## src/rtl/blockstacker_pkg.sv

```systemverilog
// Shared constants and types for the block-stacker game datapath.
// Screen geometry, block size, erase colour and the plotter state encoding.
package blockstacker_pkg;

  localparam int SCREEN_W = 160;
  localparam int SCREEN_H = 120;
  localparam int BLOCK_W  = 4;
  localparam int BLOCK_H  = 4;

  localparam logic [2:0] COLOUR_ERASE = 3'b000;

  // Counter widths: px spans up to 7*BLOCK_W-1, py spans BLOCK_H-1.
  localparam int PX_W = 5;
  localparam int PY_W = 2;

  typedef enum logic [1:0] {
    IDLE = 2'd0,
    DRAW = 2'd1,
    DONE = 2'd2
  } plotter_state_t;

endpackage

```

## src/rtl/block_plotter_pixel_scan.sv

```systemverilog
// Nested pixel counter for one block row: px runs across len*BLOCK_W columns,
// py steps down BLOCK_H rows; last flags the final pixel of the row.
module pixel_scan
  import blockstacker_pkg::*;
(
  input  logic            clk,
  input  logic            reset,
  input  logic            clear,
  input  logic            enable,
  input  logic [2:0]      len,
  output logic [PX_W-1:0] px,
  output logic [PY_W-1:0] py,
  output logic            last
);

  logic [PX_W-1:0] width_m1;
  logic            px_wrap;

  // len==0 never enables the counter, so the underflow here is harmless.
  assign width_m1 = PX_W'(int'(len) * BLOCK_W) - PX_W'(1);
  assign px_wrap  = (px == width_m1);
  assign last     = px_wrap && (py == PY_W'(BLOCK_H - 1));

  // NOTE: sequential state uses non-blocking assignments so every flop samples pre-edge values.
  always_ff @(posedge clk) begin
    if (!reset) begin
      px <= '0;
      py <= '0;
    end else if (clear) begin
      px <= '0;
      py <= '0;
    end else if (enable) begin
      if (px_wrap) begin
        px <= '0;
        py <= py + PY_W'(1);
      end else begin
        px <= px + PX_W'(1);
      end
    end
  end

endmodule

```

## src/rtl/block_plotter.sv

```systemverilog
// Streams one pixel per clock of a row of len blocks to the VGA adapter plot port,
// clipping anything that falls off the 160x120 screen.
module block_plotter
  import blockstacker_pkg::*;
(
  input  logic       clk,
  input  logic       reset,
  input  logic       start,
  input  logic [7:0] x_in,
  input  logic [6:0] y_in,
  input  logic [2:0] colour_in,
  input  logic [2:0] len_in,
  output logic       busy,
  output logic       done,
  output logic [7:0] vga_x,
  output logic [6:0] vga_y,
  output logic [2:0] vga_colour,
  output logic       plot
);

  plotter_state_t  state;
  logic [7:0]      x0;
  logic [6:0]      y0;
  logic [2:0]      colour_q;
  logic [2:0]      len_q;

  logic [PX_W-1:0] px;
  logic [PY_W-1:0] py;
  logic            last;
  logic            accept;
  logic            drawing;

  logic [8:0]      sum_x;
  logic [7:0]      sum_y;
  logic            on_screen;

  assign accept  = (state == IDLE) && start;
  assign drawing = (state == DRAW);

  pixel_scan u_scan (
    .clk    (clk),
    .reset  (reset),
    .clear  (accept),
    .enable (drawing),
    .len    (len_q),
    .px     (px),
    .py     (py),
    .last   (last)
  );

  // Sums are kept one bit wider than the screen coordinates so off-screen pixels never wrap to x=0.
  assign sum_x     = {1'b0, x0} + 9'(px);
  assign sum_y     = {1'b0, y0} + 8'(py);
  assign on_screen = (sum_x < 9'(SCREEN_W)) && (sum_y < 8'(SCREEN_H));

  always_ff @(posedge clk) begin
    if (!reset) begin
      state    <= IDLE;
      x0       <= '0;
      y0       <= '0;
      colour_q <= COLOUR_ERASE;
      len_q    <= '0;
    end else begin
      case (state)
        IDLE: if (start) begin
          x0       <= x_in;
          y0       <= y_in;
          colour_q <= colour_in;
          len_q    <= len_in;
          state    <= (len_in == 3'd0) ? DONE : DRAW;
        end
        DRAW: if (last) state <= DONE;
        DONE: state <= IDLE;
        default: state <= IDLE;
      endcase
    end
  end

  // Output stage lags the state by one edge, so busy/plot line up with the pixel they describe.
  always_ff @(posedge clk) begin
    if (!reset) begin
      busy       <= 1'b0;
      done       <= 1'b0;
      plot       <= 1'b0;
      vga_x      <= '0;
      vga_y      <= '0;
      vga_colour <= COLOUR_ERASE;
    end else begin
      busy <= drawing;
      done <= (state == DONE);
      plot <= drawing && on_screen;
      if (drawing) begin
        vga_x      <= sum_x[7:0];
        vga_y      <= sum_y[6:0];
        vga_colour <= colour_q;
      end
    end
  end

endmodule

```

## config.mk

```make
export PLATFORM = sky130hd
export DESIGN_NAME = block_plotter
export DESIGN_NICKNAME = d
export VERILOG_FILES = /design/src/rtl/blockstacker_pkg.sv /design/src/rtl/block_plotter_pixel_scan.sv /design/src/rtl/block_plotter.sv
export SDC_FILE = /design/constraint.sdc
export NUM_CORES = 1
export LEC_CHECK = 0
export ABC_AREA = 1
export CORE_UTILIZATION = 48
export DETAILED_ROUTE_END_ITERATION = 12
export DONT_BUFFER_PORTS = 1
export SLEW_MARGIN = 40
export SYNTH_ARGS = -nofsm -noshare
export SYNTH_HDL_FRONTEND = slang
export SYNTH_HIERARCHICAL = 1
export SYNTH_SLANG_ARGS = --single-unit
```

## constraint.sdc

```tcl
create_clock -name clk -period 2.3 [get_ports clk]
set_input_delay 0.23 -clock clk [delete_from_list [all_inputs] [get_ports clk]]
set_output_delay 0.23 -clock clk [all_outputs]
set_load 0.02 [all_outputs]
```

==> impl_metrics.tcl <==
set metrics [dict create \
    status "complete, no violations" \
    grt_max_degree 41 \
    synthesis.instances 347 \
    fmax_mhz 564 \
    area_delta_synth_final_pct 6.91 \
    cp.depth 9 \
    setup_ws_ps 528 \
    instances_no_fill 416 \
    vias 2082 \
    synth_area_leader_cell "dfxtp_1" \
    crit_path_end "plot$_SDFF_PN0_" \
    ys_warn_count 6 \
    clock-sinks 51 \
    place_ws_ps 554 \
    route.detailed.drc 0 \
    skew_ps 7.39 \
    dpl.cell_count 408 \
    grt_pass1_vias 1896 \
    max_stage_delay_ps 430 \
    grt_pass1_wl_mm 8.31 \
    clk-insertion-delay-late_ps 300 \
    slew_headroom_pct 74.4 \
    syn_nets 383 \
    max_cap_violations 0 \
    reg2reg_from "u_scan/py[0]$_SDFFE_PP0P_" \
    io_buffer_count 0 \
    ant_nets 0 \
    regToRegEndpoint "plot$_SDFF_PN0_" \
    required_ps 2500 \
    worst-r2r-cell-count 9 \
    synthTopCellsByArea "dfxtp_1 (40%), nand2_1 (7.7%), o21ai_0 (7.3%)" \
    die_w_um 74.7 \
    tns_ps 0 \
    antenna_found_initial 0 \
    p_clk_share_pct 34.9 \
    clk_pin_slew_ps 90 \
    swShare_pct 27.7 \
    cts_buffers 5 \
    peakVddDrop_v 0.000364 \
    grt_setup_unrepaired "false" \
    cp_num_buf_inv 1 \
    crit_path_end_kind "register" \
    critPathLaunchType "register" \
    p_int_mw 1.50 \
    cts_tree "yes" \
    yosysSeqAreaShare_pct 40.3 \
    drtPass1Iterations 4 \
    clk_path_buf_depth 2 \
    initial_core_util_pct 49.6 \
    layout_commonest_cell "nand2_1" \
    overflow 0 \
    syn_area_per_cell_um2 7.30 \
    syn_area_um2 2530 \
    drive_gt1_share_pct 11.0 \
    die-area_um2 5570 \
    critPathTopFamily "adder cells" \
    viasPerCell 5.00 \
    track_usage_pct 19.8 \
    powerDensity_nw_per_um2 766 \
    routabilityCongestion 0.821 \
    drv_slew 0 \
    timing.final.crit_share_pct 77.0 \
    drt_iter0_drc 64 \
    num_antenna_cells 0 \
    cpMaxStageDelayCell "fa_1" \
    criticalPathCategory "register to register" \
    most-common-layout-cells "nand2_1 (52), dfxtp_1 (51), inv_1 (45), nor2_1 (44), o21ai_0 (37)" \
    num_rows 26 \
    seq_power_share_pct 51.4 \
    pin_count 45 \
    combPwrFrac_pct 13.7 \
    wl_per_cell_um 12.5 \
    rrSetupSlack_ps 530 \
    fin_crit_ps 1770 \
    cts-resized-gates 0 \
    holdBufCountCts 0 \
    hpwl_mm 3.80 \
    finalHoldViolations 0 \
    worstMarginPinSlew_ps 382 \
    crit_arrival_ps 1970 \
    cts_root_buffer "clkbuf_8" \
    path_cells "ha_1 -> inv_1 -> fa_1 -> o21ai_0 -> nand2_1 -> nor2_1 -> nand3_1 -> nand2_1 -> a21oi_2" \
    yosysTopAreaCellShare_pct 40.3 \
    crit_start "u_scan/py[0]$_SDFFE_PP0P_" \
    core_um2 5110 \
    hold_class "primary input to register" \
    power_switching_mw 0.575 \
    die_y_um 74.7 \
    cts_setup_buffers 0 \
    nets 381 \
    setup_viol 0 \
    cts_max_level 2 \
    power_leakage_nw 1.23 \
    yosys_register_bits 51 \
    drt-total-wl_mm 5.19 \
    ys_types 32 \
    worstPathMaxFanout 4 \
    path_common_cell "nand2_1" \
]
worst min path at each step:
stage                             from                  endpoint  slack (ps)  cells past startpoint
final                            reset     len_q[2]$_SDFFE_PN0P_          50                      2
after global routing             reset        y0[0]$_SDFFE_PN0P_          40                      2
after CTS                        reset        y0[0]$_SDFFE_PN0P_          40                      2
after detailed placement         reset        y0[0]$_SDFFE_PN0P_         370                      2
after global placement           reset     len_q[2]$_SDFFE_PN0P_         370                      2
after floorplan           colour_in[0]  colour_q[0]$_SDFFE_PN0P_         400                      2
Yosys cell counts:
cell and n:
nand2_1 52, dfxtp_1 51, inv_1 45, nor2_1 44, o21ai_0 37, a21oi_1 23
nand3_1 17, ha_1 10, nand2_2 9, nand4_1 8, inv_2 7, clkbuf_1 5
buf_2 4, nor3_1 4, nor2_2 3, o21ai_1 3, xor2_1 3, a21o_1 2
buf_4 2, fa_1 2, nand3_2 2, o211ai_1 2, or2_2 2, xnor2_1 2
a21oi_2 1, and3_2 1, clkbuf_8 1, mux2i_1 1, nand3_4 1, nand3b_1 1
nor2_4 1, nor3_2 1
metrics by stage:
step	power, mW	cell area, um^2	utilization (%)	hold slack (ps)
6_report	2.07	2710	53.0	53.5
3_5_place_dp	1.37	2580	50.4	373
2_1_floorplan	1.32	2530	-	397
4_1_cts	2.11	2710	53.0	38.0
5_1_grt	2.19	2710	53.0	41.3
3_3_place_gp	1.37	2580	50.4	371
cell families (layout without fill, tap and decap cells):
family / after synthesis / count (layout) / synth area share, %
DFF: 51 / 51 / 40.3
buffers and inverters: 64 / 63 / 10.4
xor gates and xnor gates: 5 / 5 / 1.73
muxes: 1 / 1 / 0.395
and+or+nand+nor: 146 / 146 / 26.7
AOI/OAI and AO/OA: 68 / 68 / 14.0
adders and majority gates: 12 / 12 / 6.52
worst reg2reg max path: stages, from the launching register on:
cell and delay, ps:
dfxtp_1 390, ha_1 210, inv_1 60, fa_1 430, o21ai_0 180, nand2_1 90, nor2_1 110, nand3_1 90
nand2_1 90, a21oi_2 30
power by group through the flow:
| stage | logic (mW) | clock network [mW] | registers (mW) |
|---|---|---|---|
| floorplan | 0.245 | 0 | 1.07 |
| global placement | 0.282 | 0 | 1.09 |
| detailed placement | 0.285 | 0 | 1.09 |
| CTS | 0.287 | 0.751 | 1.07 |
| global route | 0.329 | 0.780 | 1.08 |
| finish | 0.284 | 0.724 | 1.07 |
flip-flops by register name, indices dropped and copies added, names as in the netlist, 3 cells and up:
name,cells
vga_colour,3
colour_q,3
len_q,3
u_scan/px,5
vga_y,7
x0,8
vga_x,8
y0,7
per-layer routing:
metal  vias to the layer above  global-route usage (%)  part of all wire (%)
met3                         2                    4.82                   4.7
met4                         0                    5.66                  0.67
met2                        40                    34.3                    46
met5                         -                       0                     0
met1                       935                    24.4                    48
li1                       1105                       -                     -
layout make-up:
class,instances,area (um^2)
sequential,51,1020
fill,526,2400
clock buffer,6,72.6
inverter,52,195
clock inverter,2,60.1
tap,70,87.6
timing repair buffer,3,22.5
multi-input combinational,232,1250
Power figures use the tool's default switching activity.
